$ cat src/rtl/apb_arb_pkg.sv
// Shared arbitration types and helpers for the APB master grant scheduler and its interconnect.
package apb_arb_pkg;

    localparam int unsigned ARB_FIXED = 1;
    localparam int unsigned ARB_RR    = 2;

    typedef enum logic {
        IDLE = 1'b0,
        OWN  = 1'b1
    } arb_state_e;

    // Binary index of a one-hot vector of up to 32 masters; 0 for an all-zero input.
    function automatic int unsigned onehot_to_bin(input logic [31:0] onehot);
        int unsigned idx;
        idx = 0;
        for (int unsigned i = 0; i < 32; i++) begin
            if (onehot[i]) begin
                idx = idx | i;
            end
        end
        return idx;
    endfunction

endpackage

$ cat src/rtl/apb_rr_picker.sv
// Combinational one-hot pick: aged requesters first, then fixed priority or round-robin from ptr.
module apb_rr_picker
    import apb_arb_pkg::*;
#(
    parameter int unsigned NO_OF_MASTERS   = 4,
    parameter int unsigned MASTER_ID_WIDTH = 2,
    parameter int unsigned ARB_TYPE        = ARB_RR
) (
    input  logic [NO_OF_MASTERS-1:0]   req,
    input  logic [NO_OF_MASTERS-1:0]   aged,
    input  logic [MASTER_ID_WIDTH-1:0] ptr,
    output logic [NO_OF_MASTERS-1:0]   pick_c
);

    localparam bit RR_MODE = (ARB_TYPE == ARB_RR);

    logic [NO_OF_MASTERS-1:0] aged_req;
    logic [NO_OF_MASTERS-1:0] upper_mask;
    logic [NO_OF_MASTERS-1:0] upper_req;
    logic [NO_OF_MASTERS-1:0] pool;

    // Round-robin without a rotator: requesters at/above ptr win, else wrap to the lowest one.
    always_comb begin
        aged_req   = req & aged;
        upper_mask = '0;
        for (int unsigned i = 0; i < NO_OF_MASTERS; i++) begin
            upper_mask[i] = (MASTER_ID_WIDTH'(i) >= ptr);
        end
        upper_req = req & upper_mask;

        if (|aged_req) begin
            pool = aged_req;
        end else if (RR_MODE && (|upper_req)) begin
            pool = upper_req;
        end else begin
            pool = req;
        end

        pick_c = pool & (~pool + NO_OF_MASTERS'(1));
    end

endmodule

$ cat src/rtl/apb_master_grant_scheduler.sv
// Registered APB bus arbiter: one-hot grant with aging, bounded locking and a per-transfer watchdog.
module apb_master_grant_scheduler
    import apb_arb_pkg::*;
#(
    parameter int unsigned NO_OF_MASTERS    = 4,
    parameter int unsigned MASTER_ID_WIDTH  = 2,
    parameter int unsigned ARBITRATION_TYPE = 2,
    parameter int unsigned AGE_LIMIT        = 8,
    parameter int unsigned LOCK_MAX         = 4,
    parameter int unsigned TIMEOUT_CYCLES   = 64
) (
    input  logic                       I_PCLK,
    input  logic                       I_PRESETN,
    input  logic [NO_OF_MASTERS-1:0]   I_REQ,
    input  logic [NO_OF_MASTERS-1:0]   I_LOCK,
    input  logic                       I_XFER_DONE,
    output logic [NO_OF_MASTERS-1:0]   O_GRANT,
    output logic [MASTER_ID_WIDTH-1:0] O_GRANT_IDX,
    output logic                       O_GRANT_VLD,
    output logic                       O_TIMEOUT,
    output logic [MASTER_ID_WIDTH-1:0] O_TIMEOUT_IDX
);

    localparam int unsigned N       = NO_OF_MASTERS;
    localparam int unsigned W       = MASTER_ID_WIDTH;
    localparam int unsigned AGE_W   = (AGE_LIMIT > 0) ? $clog2(AGE_LIMIT + 1) : 1;
    localparam int unsigned LOCK_W  = (LOCK_MAX > 1) ? $clog2(LOCK_MAX) : 1;
    localparam int unsigned WD_W    = (TIMEOUT_CYCLES > 1) ? $clog2(TIMEOUT_CYCLES) : 1;
    localparam int unsigned WD_LAST = (TIMEOUT_CYCLES > 0) ? TIMEOUT_CYCLES - 1 : 0;
    localparam int unsigned LOCK_LAST = (LOCK_MAX > 0) ? LOCK_MAX - 1 : 0;
    localparam bit          WD_ON   = (TIMEOUT_CYCLES != 0);
    localparam bit          AGE_ON  = (AGE_LIMIT != 0);

    arb_state_e        state_q, state_d;
    logic [N-1:0]      grant_d;
    logic [W-1:0]      grant_idx_d;
    logic              grant_vld_d;
    logic              timeout_d;
    logic [W-1:0]      timeout_idx_d;
    logic [W-1:0]      ptr_q, ptr_d;
    logic [AGE_W-1:0]  age_q [N];
    logic [AGE_W-1:0]  age_d [N];
    logic [LOCK_W-1:0] lock_cnt_q, lock_cnt_d;
    logic [WD_W-1:0]   wd_cnt_q, wd_cnt_d;

    logic [N-1:0]      aged;
    logic [N-1:0]      cand;
    logic [N-1:0]      pick;
    logic [W-1:0]      pick_idx;
    logic              owner_req;
    logic              owner_lock;
    logic              wd_expire;
    logic              lock_hold;
    logic              tenure_end;
    logic              pick_en;

    // Tenure decisions; O_GRANT doubles as the owner mask.
    always_comb begin
        owner_req  = |(I_REQ & O_GRANT);
        owner_lock = |(I_LOCK & O_GRANT);
        wd_expire  = WD_ON && (state_q == OWN) && !I_XFER_DONE && (wd_cnt_q == WD_W'(WD_LAST));
        lock_hold  = (state_q == OWN) && I_XFER_DONE && owner_lock && owner_req &&
                     (lock_cnt_q < LOCK_W'(LOCK_LAST));
        tenure_end = (state_q == OWN) && (I_XFER_DONE || wd_expire) && !lock_hold;
        pick_en    = (|I_REQ) && ((state_q == IDLE) || tenure_end);

        // The outgoing owner only competes when nobody else is asking.
        cand = I_REQ;
        if ((state_q == OWN) && (|(I_REQ & ~O_GRANT))) begin
            cand = I_REQ & ~O_GRANT;
        end

        aged = '0;
        for (int unsigned i = 0; i < N; i++) begin
            aged[i] = AGE_ON && (age_q[i] == AGE_W'(AGE_LIMIT));
        end
    end

    apb_rr_picker #(
        .NO_OF_MASTERS  (N),
        .MASTER_ID_WIDTH(W),
        .ARB_TYPE       (ARBITRATION_TYPE)
    ) u_picker (
        .req   (cand),
        .aged  (aged),
        .ptr   (ptr_q),
        .pick_c(pick)
    );

    assign pick_idx = W'(onehot_to_bin(32'(pick)));

    // Next state, grant, pointer and counters.
    always_comb begin
        state_d       = state_q;
        grant_d       = O_GRANT;
        grant_idx_d   = O_GRANT_IDX;
        grant_vld_d   = O_GRANT_VLD;
        ptr_d         = ptr_q;
        lock_cnt_d    = lock_cnt_q;
        wd_cnt_d      = '0;
        timeout_d     = wd_expire;
        timeout_idx_d = wd_expire ? O_GRANT_IDX : O_TIMEOUT_IDX;

        if (pick_en) begin
            state_d     = OWN;
            grant_d     = pick;
            grant_idx_d = pick_idx;
            grant_vld_d = 1'b1;
            ptr_d       = (pick_idx == W'(N - 1)) ? '0 : pick_idx + W'(1);
            lock_cnt_d  = '0;
        end else if (tenure_end) begin
            state_d     = IDLE;
            grant_d     = '0;
            grant_idx_d = '0;
            grant_vld_d = 1'b0;
            lock_cnt_d  = '0;
        end else if (lock_hold) begin
            lock_cnt_d = lock_cnt_q + LOCK_W'(1);
        end else if ((state_q == OWN) && WD_ON) begin
            wd_cnt_d = wd_cnt_q + WD_W'(1);
        end

        for (int unsigned i = 0; i < N; i++) begin
            age_d[i] = age_q[i];
            if (!I_REQ[i] || (pick_en && pick[i])) begin
                age_d[i] = '0;
            end else if (pick_en && (age_q[i] != AGE_W'(AGE_LIMIT))) begin
                age_d[i] = age_q[i] + AGE_W'(1);
            end
        end
    end

    always_ff @(posedge I_PCLK or negedge I_PRESETN) begin
        if (!I_PRESETN) begin
            state_q       <= IDLE;
            O_GRANT       <= '0;
            O_GRANT_IDX   <= '0;
            O_GRANT_VLD   <= 1'b0;
            O_TIMEOUT     <= 1'b0;
            O_TIMEOUT_IDX <= '0;
            ptr_q         <= '0;
            lock_cnt_q    <= '0;
            wd_cnt_q      <= '0;
            for (int unsigned i = 0; i < N; i++) begin
                age_q[i] <= '0;
            end
        end else begin
            state_q       <= state_d;
            O_GRANT       <= grant_d;
            O_GRANT_IDX   <= grant_idx_d;
            O_GRANT_VLD   <= grant_vld_d;
            O_TIMEOUT     <= timeout_d;
            O_TIMEOUT_IDX <= timeout_idx_d;
            ptr_q         <= ptr_d;
            lock_cnt_q    <= lock_cnt_d;
            wd_cnt_q      <= wd_cnt_d;
            for (int unsigned i = 0; i < N; i++) begin
                age_q[i] <= age_d[i];
            end
        end
    end

endmodule

$ cat config.mk
export PLATFORM = sky130hd
export DESIGN_NAME = apb_master_grant_scheduler
export DESIGN_NICKNAME = d
export VERILOG_FILES = /design/src/rtl/apb_arb_pkg.sv /design/src/rtl/apb_rr_picker.sv /design/src/rtl/apb_master_grant_scheduler.sv
export SDC_FILE = /design/constraint.sdc
export NUM_CORES = 1
export LEC_CHECK = 0
export ABC_AREA = 1
export BUFFER_PORTS_ARGS = -buffer_cell sky130_fd_sc_hd__buf_4
export CORE_UTILIZATION = 39
export DETAILED_ROUTE_END_ITERATION = 10
export PLACE_DENSITY = 0.61
export SKIP_LAST_GASP = 1
export SLEW_MARGIN = 10
export SYNTH_ARGS = -nofsm -noshare
export SYNTH_HDL_FRONTEND = slang
export SYNTH_SLANG_ARGS = --single-unit
$ cat constraint.sdc
create_clock -name I_PCLK -period 1.6 [get_ports I_PCLK]
set_input_delay 0.4 -clock I_PCLK [delete_from_list [all_inputs] [get_ports I_PCLK]]
set_output_delay 0.4 -clock I_PCLK [all_outputs]
set_load 0.005 [all_outputs]
# Word level (Yosys, flattened, before mapping)

Cells that the tools add are included.
Widths: inputs -> output; s select.

Flip-flop bits (word level): 36
Input bits: 11
Output and inout bits: 10
Word-level logic and storage cells: 114

Add/subtract/negate cells: 8
Order comparisons: 5
Eq/ne operators: 10
Muxes and demuxes: 28
Bitwise logic cells: 9
Reduce and logical (&&, ||, !) cells: 42

Operators with widths:

| cell                | count |
|---|---|
| $mux 4              | 13 |
| $and 4x4->4         | 6 |
| $mux 6              | 4 |
| $reduce_or 4->1     | 6 |
| $add 4x1->4 const B | 5 |
| $logic_and 1x1->1   | 18 |
| $eq 4x4->1 const B  | 4 |
| $mux 2              | 8 |
| $ne 4x4->1 const B  | 4 |
| $reduce_bool 2->1   | 5 |
| $not 4->4           | 2 |
| $add 6x1->6 const B | 1 |
| $eq 6x6->1 const B  | 1 |
| $logic_not 1->1     | 6 |
| $logic_or 1x1->1    | 6 |
| $add 2x1->2 const B | 2 |
| $ge 1x2->1 const A  | 2 |
| $ge 2x2->1 const A  | 2 |
| $mux 1              | 3 |
| $reduce_bool 3->1   | 1 |
| $eq 2x2->1 const B  | 1 |
| $lt 2x2->1 const B  | 1 |
| $not 1->1           | 1 |

# Longest topological paths before layout

Gate-level depths: netlist of run 1.

Depth after elaboration: 17
Depth in mapped cells: 17
Depth with buffers taken out: 17

# By module

A second synthesis of run 1 with hierarchy kept.

Cells, all modules: 276
Area total of the unflattened synthesis: 2,174.6 um^2

Modules (own cells, without submodules):

| module                     | instances | cells each | area each (um^2) | seq. area each (um^2) |
|---|---|---|---|---|
| apb_master_grant_scheduler | 1         | 244        | 2,019.4          | 900.9 |
| apb_rr_picker              | 1         | 32         | 155.1            | 0.0 |

# Worst setup path before layout of run 1

No wires, ideal clock.

Kind: register to register
From: register wd_cnt_q[0]
To: register age_q[0] (netlist bit)
Library setup time: 0.120 ns
Arrival time: 1.703 ns
Data required time: 1.480 ns
Setup slack: -0.223 ns
Stages on the path, launching flop included: 15
Buffers on the path: 0
Period minus slack after synthesis: 1.823 ns
Cell sequence: dfrtp_1 -> ha_1 -> nand2_1 -> nor2_1 -> nand3_2 -> nand2_2 -> nand2_1 -> nand2_1 -> nand2_4 -> nor2_1 -> nand2_1 -> nor2_1 -> nand2_4 -> nand2_4 -> nor2_2

Word-level cells in the longest chain between the ends: 10
Elaborated cells on any way between the ends: 12

Ends and longest elaborated chain:

| what                                               | RTL line                          | RTL |
|---|---|---|
| from (decl)                                        | apb_master_grant_scheduler.sv:44  | `logic [WD_W-1:0] wd_cnt_q, wd_cnt_d;` |
| from (signal assigned)                             | apb_master_grant_scheduler.sv:156 | `wd_cnt_q <= wd_cnt_d;` |
| $eq 6x6->1 *                                       | apb_master_grant_scheduler.sv:61  | `wd_expire = WD_ON && (state_q == OWN) && !I_XFER_DONE && (wd_cnt_q == WD_W'(WD_LAST));` |
| $logic_and 1x1->1 *                                | apb_master_grant_scheduler.sv:61  |  |
| $logic_or 1x1->1 *                                 | apb_master_grant_scheduler.sv:64  | `tenure_end = (state_q == OWN) && (I_XFER_DONE \|\| wd_expire) && !lock_hold;` |
| $logic_and 1x1->1 * (2 in series)                  | apb_master_grant_scheduler.sv:64  |  |
| $logic_or 1x1->1 *                                 | apb_master_grant_scheduler.sv:65  | `pick_en = (\|I_REQ) && ((state_q == IDLE) \|\| tenure_end);` |
| $logic_and 1x1->1 *                                | apb_master_grant_scheduler.sv:65  |  |
| $logic_and 1x1->1                                  | apb_master_grant_scheduler.sv:125 | `if (!I_REQ[i] \|\| (pick_en && pick[i])) begin` |
| $logic_or 1x1->1                                   | apb_master_grant_scheduler.sv:125 |  |
| $mux 4 / $reduce_bool 2->1 (equally long branches) | n/a                               |  |
| to (signal, indexed assignment)                    | apb_master_grant_scheduler.sv:158 | `age_q[i] <= age_d[i];` |
| to (decl)                                          | apb_master_grant_scheduler.sv:41  | `logic [AGE_W-1:0] age_q [N];` |

Mark *: on every way between the ends. The rest lies on a longest branch, timed or not.
A chain may end at the register's enable or synchronous reset.

# Final worst setup path of run 1

From: register O_GRANT[2]
To: register O_GRANT_IDX[0]

Word-level cells in the longest chain between the ends: 16
Elaborated cells on any way between the ends: 30

Ends and longest elaborated chain:

| what                   | RTL line                                                           | RTL |
|---|---|---|
| from (decl)            | apb_master_grant_scheduler.sv:17                                   | `output logic [NO_OF_MASTERS-1:0] O_GRANT,` |
| from (signal assigned) | apb_master_grant_scheduler.sv:149                                  | `O_GRANT <= grant_d;` |
| $not 4->4              | apb_master_grant_scheduler.sv:69, apb_master_grant_scheduler.sv:70 |  |
| $and 4x4->4            | apb_master_grant_scheduler.sv:69, apb_master_grant_scheduler.sv:70 |  |
| $reduce_or 4->1        | apb_master_grant_scheduler.sv:69                                   | `if ((state_q == OWN) && (\|(I_REQ & ~O_GRANT))) begin` |
| $logic_and 1x1->1      | apb_master_grant_scheduler.sv:69                                   |  |
| $mux 4                 | apb_master_grant_scheduler.sv:69                                   |  |
| $and 4x4->4            | apb_rr_picker.sv:29                                                | `upper_req = req & upper_mask;` |
| $reduce_or 4->1        | apb_rr_picker.sv:33                                                | `end else if (RR_MODE && (\|upper_req)) begin` |
| $mux 4                 | apb_rr_picker.sv:33                                                |  |
| $mux 4                 | apb_rr_picker.sv:31                                                | `if (\|aged_req) begin` |
| $not 4->4              | apb_rr_picker.sv:39                                                | `pick_c = pool & (~pool + NO_OF_MASTERS'(1));` |
| $add 4x1->4            | apb_rr_picker.sv:39                                                |  |
| $and 4x4->4            | apb_rr_picker.sv:39                                                |  |
| $mux 1                 | apb_arb_pkg.sv:17                                                  | `if (onehot[i]) begin` |
| $mux 2 (2 in series)   | apb_arb_pkg.sv:17                                                  |  |
| $mux 2                 | apb_master_grant_scheduler.sv:104                                  | `if (pick_en) begin` |
| to (signal assigned)   | apb_master_grant_scheduler.sv:150                                  | `O_GRANT_IDX <= grant_idx_d;` |
| to (decl)              | apb_master_grant_scheduler.sv:18                                   | `output logic [MASTER_ID_WIDTH-1:0] O_GRANT_IDX,` |

Parallel ways exist; a longest one is shown, timed or not.

==> reports/metrics.csv, run 1 <==
stage,metric,value,unit
critical_path,crit path DAT,2.25,ns
die,Top Ports,21,
die,Core Region,5172,sq um
power_and_ir_drop,worst vdd ir,0.7912,mV
synth,syn nets,292,
final_layout,area taken by multi-input logic gates,1313,sq um
synth,largest family of logic cells by synthesized area,simple AND/OR/NAND/NOR gates,
clock_network,total CTS buffers,5,
sta,ratio of final minimum period to clock period,1.257,
sta,fmax,0.4970,GHz
synth,post-synthesis simple-gate area fraction,0.3451,
critical_path,CP bufs+invs,3,
status,violated checks,negative setup slack,
synth,number of enable flip-flop cells after synthesis,0,
power_and_ir_drop,power per cell area,1039,nW/um^2
sta,Fin. Hold Viols,0,
grt,initial antenna violation count,0,
synth,post-synth cell types,25,
synth,Async SR Flop Fraction,1.000,
job,Max-Cap Viols,0,
sta,Final Slew Violations,0,
final_layout,"commonest non-fill, non-tap cell in the layout",buf_4,
clock_network,CTS tree,done,
critical_path,Slowest cell on crit path,dfrtp_1,
clock_network,CTS Root Cell,clkbuf_8,
critical_path,Worst Setup SP,O_GRANT[2],
clock_network,Sink Count,36,
sta,Tightest Pin Transition,0.4713,ns
clock_network,Worst-path clk slew,0.07,ns
final_layout,fin cells,449,
die,Die Footprint,5756,sq um
final_layout,register area,902.1,sq um
synth,post-synthesis adder-cell area fraction,0.05879,
routing,DRT iter0 DRCs,88,
routing,vias,2088,
clock_network,cts hold-fix bufs,0,
critical_path,CP dominant cell by count,nand3_2,
clock_network,CTS max path bufs,2,
critical_path,reg2reg start,O_GRANT[2],
routing,wire length per cell,12.57,um
synth,cell area after synthesis,2128,sq um
placement,Port Buffer Count,20,
sta,Final Critical Period,2.012,ns
grt,largest net degree at the start of global routing,37,
synth,top_reg_cell synth,dfrtp_1,
sta,Final Skew,0.007513,ns
critical_path,CP max FO,4,
grt,gr usage total,0.2117,
sta,Final setup viols,32,
synth,post-synthesis xor/xnor area fraction,0.04938,
die,# rows,26,
routing,drt total wl,5643,um
min_path,Hold Crit Class,in2async,
status,run status,finished with violations,
final_layout,Fill cells,400,
routing,DR vias/cell,4.650,
synth,Compound-Gate Fraction of Synth Area,0.04938,
synth,register area share after synthesis,0.4233,
die,Initial Util,0.4115,
critical_path,CP top delay family,simple AND/OR/NAND/NOR gates,
placement,dpl cell area,2806,sq um
grt,first-pass GRT wire length,8970,um
final_layout,most frequent cells in the layout,"buf_4 (94), nand2_1 (44), dfrtp_1 (35)",
final_layout,Area growth syn-to-layout,57.32,%
synth,warnings from Yosys,0,
critical_path,CP startpoint kind,flop,
synth,mux cell area share after synthesis,0,
grt,grt ovf,0,
placement,dpl hpwl,3581,um
final_layout,share of layout cells above drive strength 1,0.5172,
die,Die W,75.87,um
final_layout,antenna cells,0,
synth,Syn Area/Cell,7.853,sq um
synth,Synth Register Bits,36,
die,die height,75.87,um
sta,RSZ-0062 raised after global routing,true,
sta,final setup margin,-0.4120,ns
final_layout,nets,399,
critical_path,kind of critical path,reg2reg,
critical_path,Worst Path Required,1.84,ns
clock_network,H-tree depth,2,
placement,gpl congestion,0.8119,
placement,Cell Count Post-Placement,413,
routing,drt drc,0,
final_layout,"Core Util, Final",0.6473,
clock_network,worst skew pair latency,0.30,ns
critical_path,crit path capture type,flop,
final_layout,fin area,3348,sq um
sta,Slew Limit Headroom,0.6858,
routing,post-route ant nets,0,
grt,vias in the first global route,2112,
routing,drt pass-1 iters,4,
power_and_ir_drop,static leakage,1.691,nW
critical_path,"Cell Chain, Critical Path","inv_2, nand2_2, buf_4, nand4_1, nand3_2, nand3_2, nand2_2, nor2_1, nand2_1, o21ai_2, nand3_2, buf_4, nand3_1",
critical_path,CP peak stage delay,0.41,ns
synth,Mapped Cells,271,
## cells in the mapped netlist (2+ instances only)
cell type   n  area, sq um
o21ai_0     8        40.04
nor3_1      3        15.01
nand3_2     2        20.02
inv_1      40        150.1
inv_2       2        7.510
nand2_4     4        45.04
dfrtp_1    36        900.9
nand4_1     3        18.77
nand3_1    14        70.07
nor2_2      8        50.05
xnor2_1     2        17.52
nand2_2    13        81.33
nand2_1    72        270.3
nor2_1     30        112.6
ha_1       10        125.1
o21ai_2     2        17.52
o21bai_1    3        22.52
xor2_1     10        87.58
a21oi_1     2        10.01
nor3b_2     2        25.02
## path summary, 6_finish.rpt
kind                       depth (start not counted)               end  slack, ns
max                                               13    O_GRANT_IDX[0]      -0.41
min                                                1  O_TIMEOUT_IDX[1]       0.05
max reg2reg                                       13    O_GRANT_IDX[0]      -0.41
min reg2reg                                        2  O_TIMEOUT_IDX[1]       0.48
max in group asynchronous                          1           state_q       1.20
min in group I_PCLK                                3          age_q[2]       0.40
## worst register-to-register path, cell delays in order, from the launching register on
cell	delay, ns
dfrtp_1	0.41
inv_2	0.08
nand2_2	0.06
buf_4	0.15
nand4_1	0.14
nand3_2	0.15
nand3_2	0.11
nand2_2	0.08
nor2_1	0.10
nand2_1	0.07
o21ai_2	0.21
nand3_2	0.14
buf_4	0.17
nand3_1	0.08
## cell families after synthesis
family / count (synthesis)
adders and majority gates: 10
buffers and inverters: 42
DFF: 36
and+or+nand+nor: 154
xor gates and xnor gates: 12
AOI/OAI and AO/OA: 17
## layout make-up
class | instances | share of cell area
Multi-Input combinational cell | 194 | 0.3920
Clock buffer | 5 | 0.02055
Tap cell | 70 | 0.02616
Timing Repair Buffer | 99 | 0.2276
Sequential cell | 36 | 0.2694
Inverter | 42 | 0.05157
Clock inverter | 3 | 0.01271
## sequential cells by signal, indices dropped and copies added (netlist names)
signal         cells
ptr_q              2
O_GRANT_IDX        2
wd_cnt_q           6
O_TIMEOUT_IDX      2
lock_cnt_q         2
age_q             16
state_q            1
O_GRANT            4
O_TIMEOUT          1
## power by group
group	internal (mW)	leakage, nW	total [mW]	switching, mW
combinational	0.724	1.15	1.53	0.807
clock	0.461	0.0541	0.828	0.367
sequential	1.03	0.483	1.12	0.0889
total	2.22	1.69	3.48	1.26
## metrics by stage
stage	power, mW	TNS (ns)	hold WS [ns]	setup slack [ns]
after floorplan	1.796	-1.959	0.1044	-0.1287
after global placement	2.282	-10.46	0.3913	-0.4174
after detailed placement	2.294	-11.34	0.3904	-0.4286
after CTS	3.293	-5.301	0.06338	-0.2678
after global routing	3.684	-12.09	0.09237	-0.5376
final	3.479	-9.091	0.05184	-0.4120
## routing by layer
metal  wire length (um)  vias up  part of all wire  track usage
met5                  0        -                 0            0
met4                176        0             0.031      0.09877
met3                144       14             0.026      0.03307
met2               2880       27              0.51       0.3786
met1               2441      997              0.43       0.2477
li1                   -     1050                 -            -
## repair_timing
| item | in CTS | in global routing |
|---|---|---|
| cloned | 1 | 0 |
| pin swaps | 30 | 19 |
| setup buffers | 20 | 10 |
| setup endpoints to repair | 32 | 35 |
| gates resized for setup | 34 | 30 |
Note: power is estimated with default switching activity, not from simulation.
==> run 2, diff against run 1 <==
--- a/config.mk
+++ b/config.mk
@@ -15,3 +15,4 @@
 export SYNTH_ARGS = -nofsm -noshare
 export SYNTH_HDL_FRONTEND = slang
 export SYNTH_SLANG_ARGS = --single-unit
+export TNS_END_PERCENT = 5
==> reports/metrics.csv, run 2 (synthesis gave the netlist of run 1 again) <==
stage,metric,value,unit,change
placement,gpl congestion,0.9161,,was 0.8119
die,Die W,75.87,um,unchanged
final_layout,fin area,3083,sq um,was 3348 sq um
clock_network,total CTS buffers,5,,unchanged
critical_path,reg2reg start,O_GRANT[2],,unchanged
clock_network,Worst-path clk slew,0.08,ns,was 0.07 ns
die,Die Footprint,5756,sq um,unchanged
critical_path,CP max FO,5,,was 4
final_layout,antenna cells,0,,unchanged
sta,ratio of final minimum period to clock period,1.182,,was 1.257
routing,drt pass-1 iters,4,,unchanged
die,# rows,26,,unchanged
grt,largest net degree at the start of global routing,37,,unchanged
job,Max-Cap Viols,0,,unchanged
die,Initial Util,0.4115,,unchanged
critical_path,flop2flop setup slack,-0.29,ns,was -0.41 ns
critical_path,CP startpoint kind,flop,,unchanged
clock_network,Sink Count,36,,unchanged
final_layout,"Core Util, Final",0.5960,,was 0.6473
grt,initial antenna violation count,0,,unchanged
die,die height,75.87,um,unchanged
critical_path,FF-to-FF path depth,15,,was 13
min_path,Hold Crit Class,in2async,,unchanged
sta,Sum Neg Setup Slack,-6.726,ns,was -9.091 ns
placement,dpl cell area,2776,sq um,was 2806 sq um
critical_path,CP peak stage delay,0.37,ns,was 0.41 ns
critical_path,worst setup path end,age_q[0],,was O_GRANT_IDX[0]
critical_path,CP bufs+invs,1,,was 3
sta,Final Critical Period,1.891,ns,was 2.012 ns
clock_network,CTS tree,done,,unchanged
routing,post-route ant nets,0,,unchanged
clock_network,worst skew pair latency,0.29,ns,was 0.30 ns
critical_path,Worst Setup SP,O_GRANT[2],,unchanged
critical_path,CP top delay family,simple AND/OR/NAND/NOR gates,,unchanged
final_layout,nets,379,,was 399
sta,fmax,0.5289,GHz,was 0.4970 GHz
clock_network,cts hold-fix bufs,0,,unchanged
grt,vias in the first global route,1911,,"was 2,112"
sta,Final setup viols,32,,unchanged
final_layout,register bank with the most flops,age_q,,unchanged
sta,final setup margin,-0.2909,ns,was -0.4120 ns
final_layout,most frequent cells in the layout,"buf_4 (79), nand2_1 (56), inv_1 (38)",,"was buf_4 (94), nand2_1 (44), dfrtp_1 (35)"
critical_path,Reg2Reg Capture Point,age_q[0],,was O_GRANT_IDX[0]
routing,DRT iter0 DRCs,95,,was 88
sta,Final Skew,0.007118,ns,was 0.007513 ns
routing,vias,1982,,"was 2,088"
power_and_ir_drop,power per cell area,1011,nW/um^2,was 1039 nW/um^2
final_layout,share of layout cells above drive strength 1,0.4206,,was 0.5172
sta,Fin. Hold Viols,0,,unchanged
sta,hold_ws,0.05820,ns,was 0.05184 ns
placement,Port Buffer Count,20,,unchanged
critical_path,Slowest cell on crit path,dfrtp_1,,unchanged
die,Core Region,5172,sq um,unchanged
sta,RSZ-0062 raised after global routing,true,,unchanged
critical_path,CP dominant cell by count,nand2_2,,was nand3_2
status,violated checks,negative setup slack,,unchanged
status,run status,finished with violations,,unchanged
critical_path,crit path DAT,2.07,ns,was 2.25 ns
placement,Cell Count Post-Placement,413,,unchanged
grt,grt ovf,0,,unchanged
final_layout,fin cells,429,,was 449
clock_network,H-tree depth,2,,unchanged
critical_path,instance count on the critical path,15,,was 13
final_layout,Fill cells,474,,was 400
grt,gr usage total,0.1864,,was 0.2117
critical_path,"Cell Chain, Critical Path","inv_2, nand2_2, nand2_2, o21ai_4, nand2_1, nand2_2, nand2_1, nand2_2, nor2_1, nor2_2, o21ai_4, nor2_4, nand2_4, nand2_4, nor2_2",,"was inv_2, nand2_2, buf_4, nand4_1, nand3_2, nand3_2, nand2_2, nor2_1, nand2_1, o21ai_2, nand3_2, buf_4, nand3_1"
critical_path,kind of critical path,reg2reg,,unchanged
routing,DR vias/cell,4.620,,was 4.650
clock_network,CTS max path bufs,2,,unchanged
routing,wire length per cell,11.48,um,was 12.57 um
power_and_ir_drop,worst vdd ir,0.5199,mV,was 0.7912 mV
final_layout,Area growth syn-to-layout,44.86,%,was 57.32%
clock_network,CTS Root Cell,clkbuf_8,,unchanged
critical_path,Worst Path Required,1.78,ns,was 1.84 ns
routing,drt drc,0,,unchanged
grt,first-pass GRT wire length,7941,um,was 8970 um
placement,dpl hpwl,3649,um,was 3581 um
die,Top Ports,21,,unchanged
sta,Slew Limit Headroom,0.6853,,was 0.6858
routing,drt total wl,4927,um,was 5643 um
final_layout,number of flip-flops under the largest register name,16,,unchanged
power_and_ir_drop,static leakage,1.577,nW,was 1.691 nW
sta,Tightest Pin Transition,0.4721,ns,was 0.4713 ns
critical_path,crit path capture type,flop,,unchanged
final_layout,"commonest non-fill, non-tap cell in the layout",buf_4,,unchanged
sta,Final Slew Violations,0,,unchanged
final_layout,largest registers,"age_q (16), wd_cnt_q (6), O_GRANT (4)",,unchanged
run 2: cell types whose count changed in the layout (fill, tap and decap cells not counted), sizes merged:
cell    delta
buf       -19
bufinv     -1
clkbuf     +2
clkinv     -2
inv        +1
nand2      -1
run 2: what timing repair did:
action                                  in CTS  in global routing
buffers inserted                             2                  6
resized for setup                            8                 33
pin swaps                                   10                 29
endpoints found under the setup margin      32                 32
run 2: layer usage:
layer / vias up / global-route usage / share of wire
li1: 1009 / - / -
met1: 940 / 0.2222 / 0.44
met2: 26 / 0.3294 / 0.52
met3: 7 / 0.03439 / 0.032
met4: 0 / 0.07613 / 0.015
met5: - / 0 / 0
run 2: layout make-up:
class	instances	area, sq um	area share
sequential	36	902.1	0.2926
multi-input combinational	193	1235	0.4006
clock buffer	7	86.33	0.02800
tap	70	87.58	0.02841
inverter	42	160.2	0.05195
timing repair buffer	80	604.3	0.1960
clock inverter	1	7.507	0.002435
run 2: through the flow:
step                power [mW]  setup WS (ns)
finish                   3.116        -0.2909
global route             3.324        -0.3937
CTS                      3.006        -0.2735
detailed placement       2.274        -0.4360
global placement         2.261        -0.4430
floorplan                1.774        -0.1320
run 2: how the worst min path moves through the flow:
stage             endpoint  slack (ns)  cells after the start
2_1_floorplan   O_GRANT[0]        0.10                      0
3_3_place_gp   wd_cnt_q[4]        0.39                      1
3_5_place_dp   wd_cnt_q[4]        0.40                      1
4_1_cts           age_q[1]        0.08                      1
5_1_grt         O_GRANT[2]         0.1                      1
6_report       wd_cnt_q[4]        0.06                      1
run 2: report_power, final:
part	total, mW	leakage (nW)	switching [mW]	internal, mW
clock	0.683	0.0445	0.333	0.350
combinational	1.32	1.05	0.714	0.605
sequential	1.11	0.483	0.0816	1.03
total	3.12	1.58	1.13	1.99
==> run 3, diff against run 2 <==
--- a/config.mk
+++ b/config.mk
@@ -7,12 +7,12 @@
 export LEC_CHECK = 0
 export ABC_AREA = 1
 export BUFFER_PORTS_ARGS = -buffer_cell sky130_fd_sc_hd__buf_4
-export CORE_UTILIZATION = 39
+export CORE_UTILIZATION = 45
 export DETAILED_ROUTE_END_ITERATION = 10
-export PLACE_DENSITY = 0.61
+export PLACE_DENSITY = 0.68
 export SKIP_LAST_GASP = 1
 export SLEW_MARGIN = 10
 export SYNTH_ARGS = -nofsm -noshare
 export SYNTH_HDL_FRONTEND = slang
 export SYNTH_SLANG_ARGS = --single-unit
-export TNS_END_PERCENT = 5
+export TNS_END_PERCENT = 100
==> reports/metrics.csv, run 3 (synthesis gave the netlist of run 1 again) <==
stage,metric,value,unit,change
status,run status,finished with violations,,unchanged
status,violated checks,"design-rule violations, negative setup slack",,was negative setup slack
critical_path,FF-to-FF path depth,15,,unchanged
clock_network,worst skew pair latency,0.29,ns,about the same
routing,post-route ant nets,0,,unchanged
critical_path,instance count on the critical path,15,,unchanged
clock_network,H-tree depth,2,,unchanged
routing,wire length per cell,13.57,um,was 11.48 um
final_layout,Area growth syn-to-layout,54.56,%,was 44.86%
critical_path,kind of critical path,reg2reg,,unchanged
routing,DRT iter0 DRCs,112,,was 95
grt,largest net degree at the start of global routing,37,,unchanged
routing,DR vias/cell,4.847,,was 4.620
die,Die W,70.77,um,was 75.87 um
critical_path,CP top delay family,simple AND/OR/NAND/NOR gates,,unchanged
final_layout,antenna cells,0,,unchanged
sta,fmax,0.5112,GHz,was 0.5289 GHz
final_layout,number of flip-flops under the largest register name,16,,unchanged
sta,Final Skew,0.007585,ns,was 0.007118 ns
clock_network,Sink Count,36,,unchanged
power_and_ir_drop,static leakage,1.687,nW,was 1.577 nW
die,# rows,24,,was 26
critical_path,Worst Path Required,1.78,ns,about the same
critical_path,CP dominant cell by count,nand2_2,,unchanged
sta,RSZ-0062 raised after global routing,true,,unchanged
final_layout,largest registers,"age_q (16), wd_cnt_q (6), O_GRANT (4)",,unchanged
grt,gr usage total,0.2273,,was 0.1864
die,Initial Util,0.4789,,was 0.4115
sta,Sum Neg Setup Slack,-8.384,ns,was -6.726 ns
final_layout,most frequent cells in the layout,"buf_4 (89), nand2_1 (48), dfrtp_1 (36)",,"was buf_4 (79), nand2_1 (56), inv_1 (38)"
job,Max-Cap Viols,0,,unchanged
routing,drt pass-1 iters,7,,was 4
power_and_ir_drop,worst vdd ir,0.7395,mV,was 0.5199 mV
sta,Final setup viols,32,,unchanged
sta,final setup margin,-0.3563,ns,was -0.2909 ns
grt,grt ovf,0,,unchanged
final_layout,fin area,3289,sq um,was 3083 sq um
clock_network,CTS tree,done,,unchanged
die,Die Footprint,5008,sq um,was 5756 sq um
grt,vias in the first global route,2016,,"was 1,911"
final_layout,register bank with the most flops,age_q,,unchanged
critical_path,crit path capture type,flop,,unchanged
power_and_ir_drop,power per cell area,1020,nW/um^2,was 1011 nW/um^2
sta,Final Slew Violations,0,,unchanged
routing,vias,2055,,"was 1,982"
die,Top Ports,21,,unchanged
placement,Setup WS pre-CTS,-0.4723,ns,was -0.4360 ns
final_layout,nets,392,,was 379
critical_path,Reg2Reg Capture Point,age_q[3],,was age_q[0]
sta,Fin. Hold Viols,0,,unchanged
sta,Slew Limit Headroom,0.6929,,was 0.6853
min_path,Hold Crit Class,in2async,,unchanged
final_layout,Fill cells,326,,was 474
clock_network,CTS Root Cell,clkbuf_8,,unchanged
clock_network,total CTS buffers,5,,unchanged
critical_path,Slowest cell on crit path,dfrtp_1,,unchanged
sta,Final Critical Period,1.956,ns,was 1.891 ns
sta,ratio of final minimum period to clock period,1.223,,was 1.182
routing,drt drc,4,,was 0
routing,drt total wl,5755,um,was 4927 um
critical_path,CP bufs+invs,1,,unchanged
critical_path,Worst Setup SP,O_GRANT[3],,was O_GRANT[2]
critical_path,crit path DAT,2.14,ns,was 2.07 ns
placement,dpl cell area,2774,sq um,was 2776 sq um
critical_path,"Cell Chain, Critical Path","inv_2, nand2_2, nand2_2, o21ai_4, nand2_1, nand2_2, nand2_2, nand2_4, nor2_2, nor2_2, o21ai_4, nor2_4, nand2_4, nand2_4, nor2_2",,"was inv_2, nand2_2, nand2_2, o21ai_4, nand2_1, nand2_2, nand2_1, nand2_2, nor2_1, nor2_2, o21ai_4, nor2_4, nand2_4, nand2_4, nor2_2"
clock_network,Worst-path clk slew,0.08,ns,about the same
sta,Tightest Pin Transition,0.4606,ns,was 0.4721 ns
final_layout,share of layout cells above drive strength 1,0.4866,,was 0.4206
critical_path,CP startpoint kind,flop,,unchanged
placement,gpl congestion,0.8514,,was 0.9161
final_layout,"commonest non-fill, non-tap cell in the layout",buf_4,,unchanged
clock_network,CTS max path bufs,2,,unchanged
placement,dpl hpwl,3522,um,was 3649 um
placement,Port Buffer Count,20,,unchanged
critical_path,flop2flop setup slack,-0.36,ns,was -0.29 ns
die,die height,70.77,um,was 75.87 um
critical_path,CP peak stage delay,0.37,ns,about the same
critical_path,CP max FO,5,,unchanged
critical_path,reg2reg start,O_GRANT[3],,was O_GRANT[2]
grt,first-pass GRT wire length,8901,um,was 7941 um
grt,initial antenna violation count,0,,unchanged
critical_path,worst setup path end,age_q[3],,was age_q[0]
die,Core Region,4444,sq um,was 5172 sq um
## run 3: layout make-up
cell class	instances	area [sq um]	share of cell area
clock buffer	7	86.33	0.02625
clock inverter	1	7.507	0.002282
inverter	42	170.2	0.05173
multi-input combinational	194	1349	0.4100
sequential	36	900.9	0.2739
tap	52	65.06	0.01978
timing repair buffer	92	710.7	0.2161
## run 3: worst min path at each step
stage | start | cells past startpoint | endpoint
floorplan | I_PRESETN | 0 | O_GRANT[0]
global placement | I_PRESETN | 1 | wd_cnt_q[3]
detailed placement | I_PRESETN | 1 | wd_cnt_q[3]
CTS | I_PRESETN | 1 | wd_cnt_q[3]
global route | I_PRESETN | 1 | wd_cnt_q[3]
finish | I_PRESETN | 1 | wd_cnt_q[3]
## run 3: through the flow
step                      std cells  utilization  power, mW  hold WS (ns)
after global routing            424       0.7401      3.555       0.09636
final                           424       0.7401      3.354       0.05244
after floorplan                 271            -      1.796        0.1044
after global placement          392       0.6242      2.275        0.3878
after detailed placement        392       0.6242      2.302        0.3885
after CTS                       410       0.6920      3.168       0.07386
## run 3: routing by layer
layer,track usage,wire [um],up-vias
met3,0.04274,148,12
met1,0.2845,2394,978
met4,0.07778,87,0
met5,0,0,-
li1,-,-,1035
met2,0.3953,3124,30
## run 3: what timing repair did
action,CTS,global route
hold endpoints to repair,0,0
buffers inserted,9,14
resized for setup,36,26
hold buffers,0,0
gates cloned,1,0
pin swaps,25,25
endpoints found under the setup margin,32,32
## run 3: power breakdown
group	switching [mW]	internal, mW
sequential	0.0932	1.03
combinational	0.826	0.719
clock	0.334	0.350
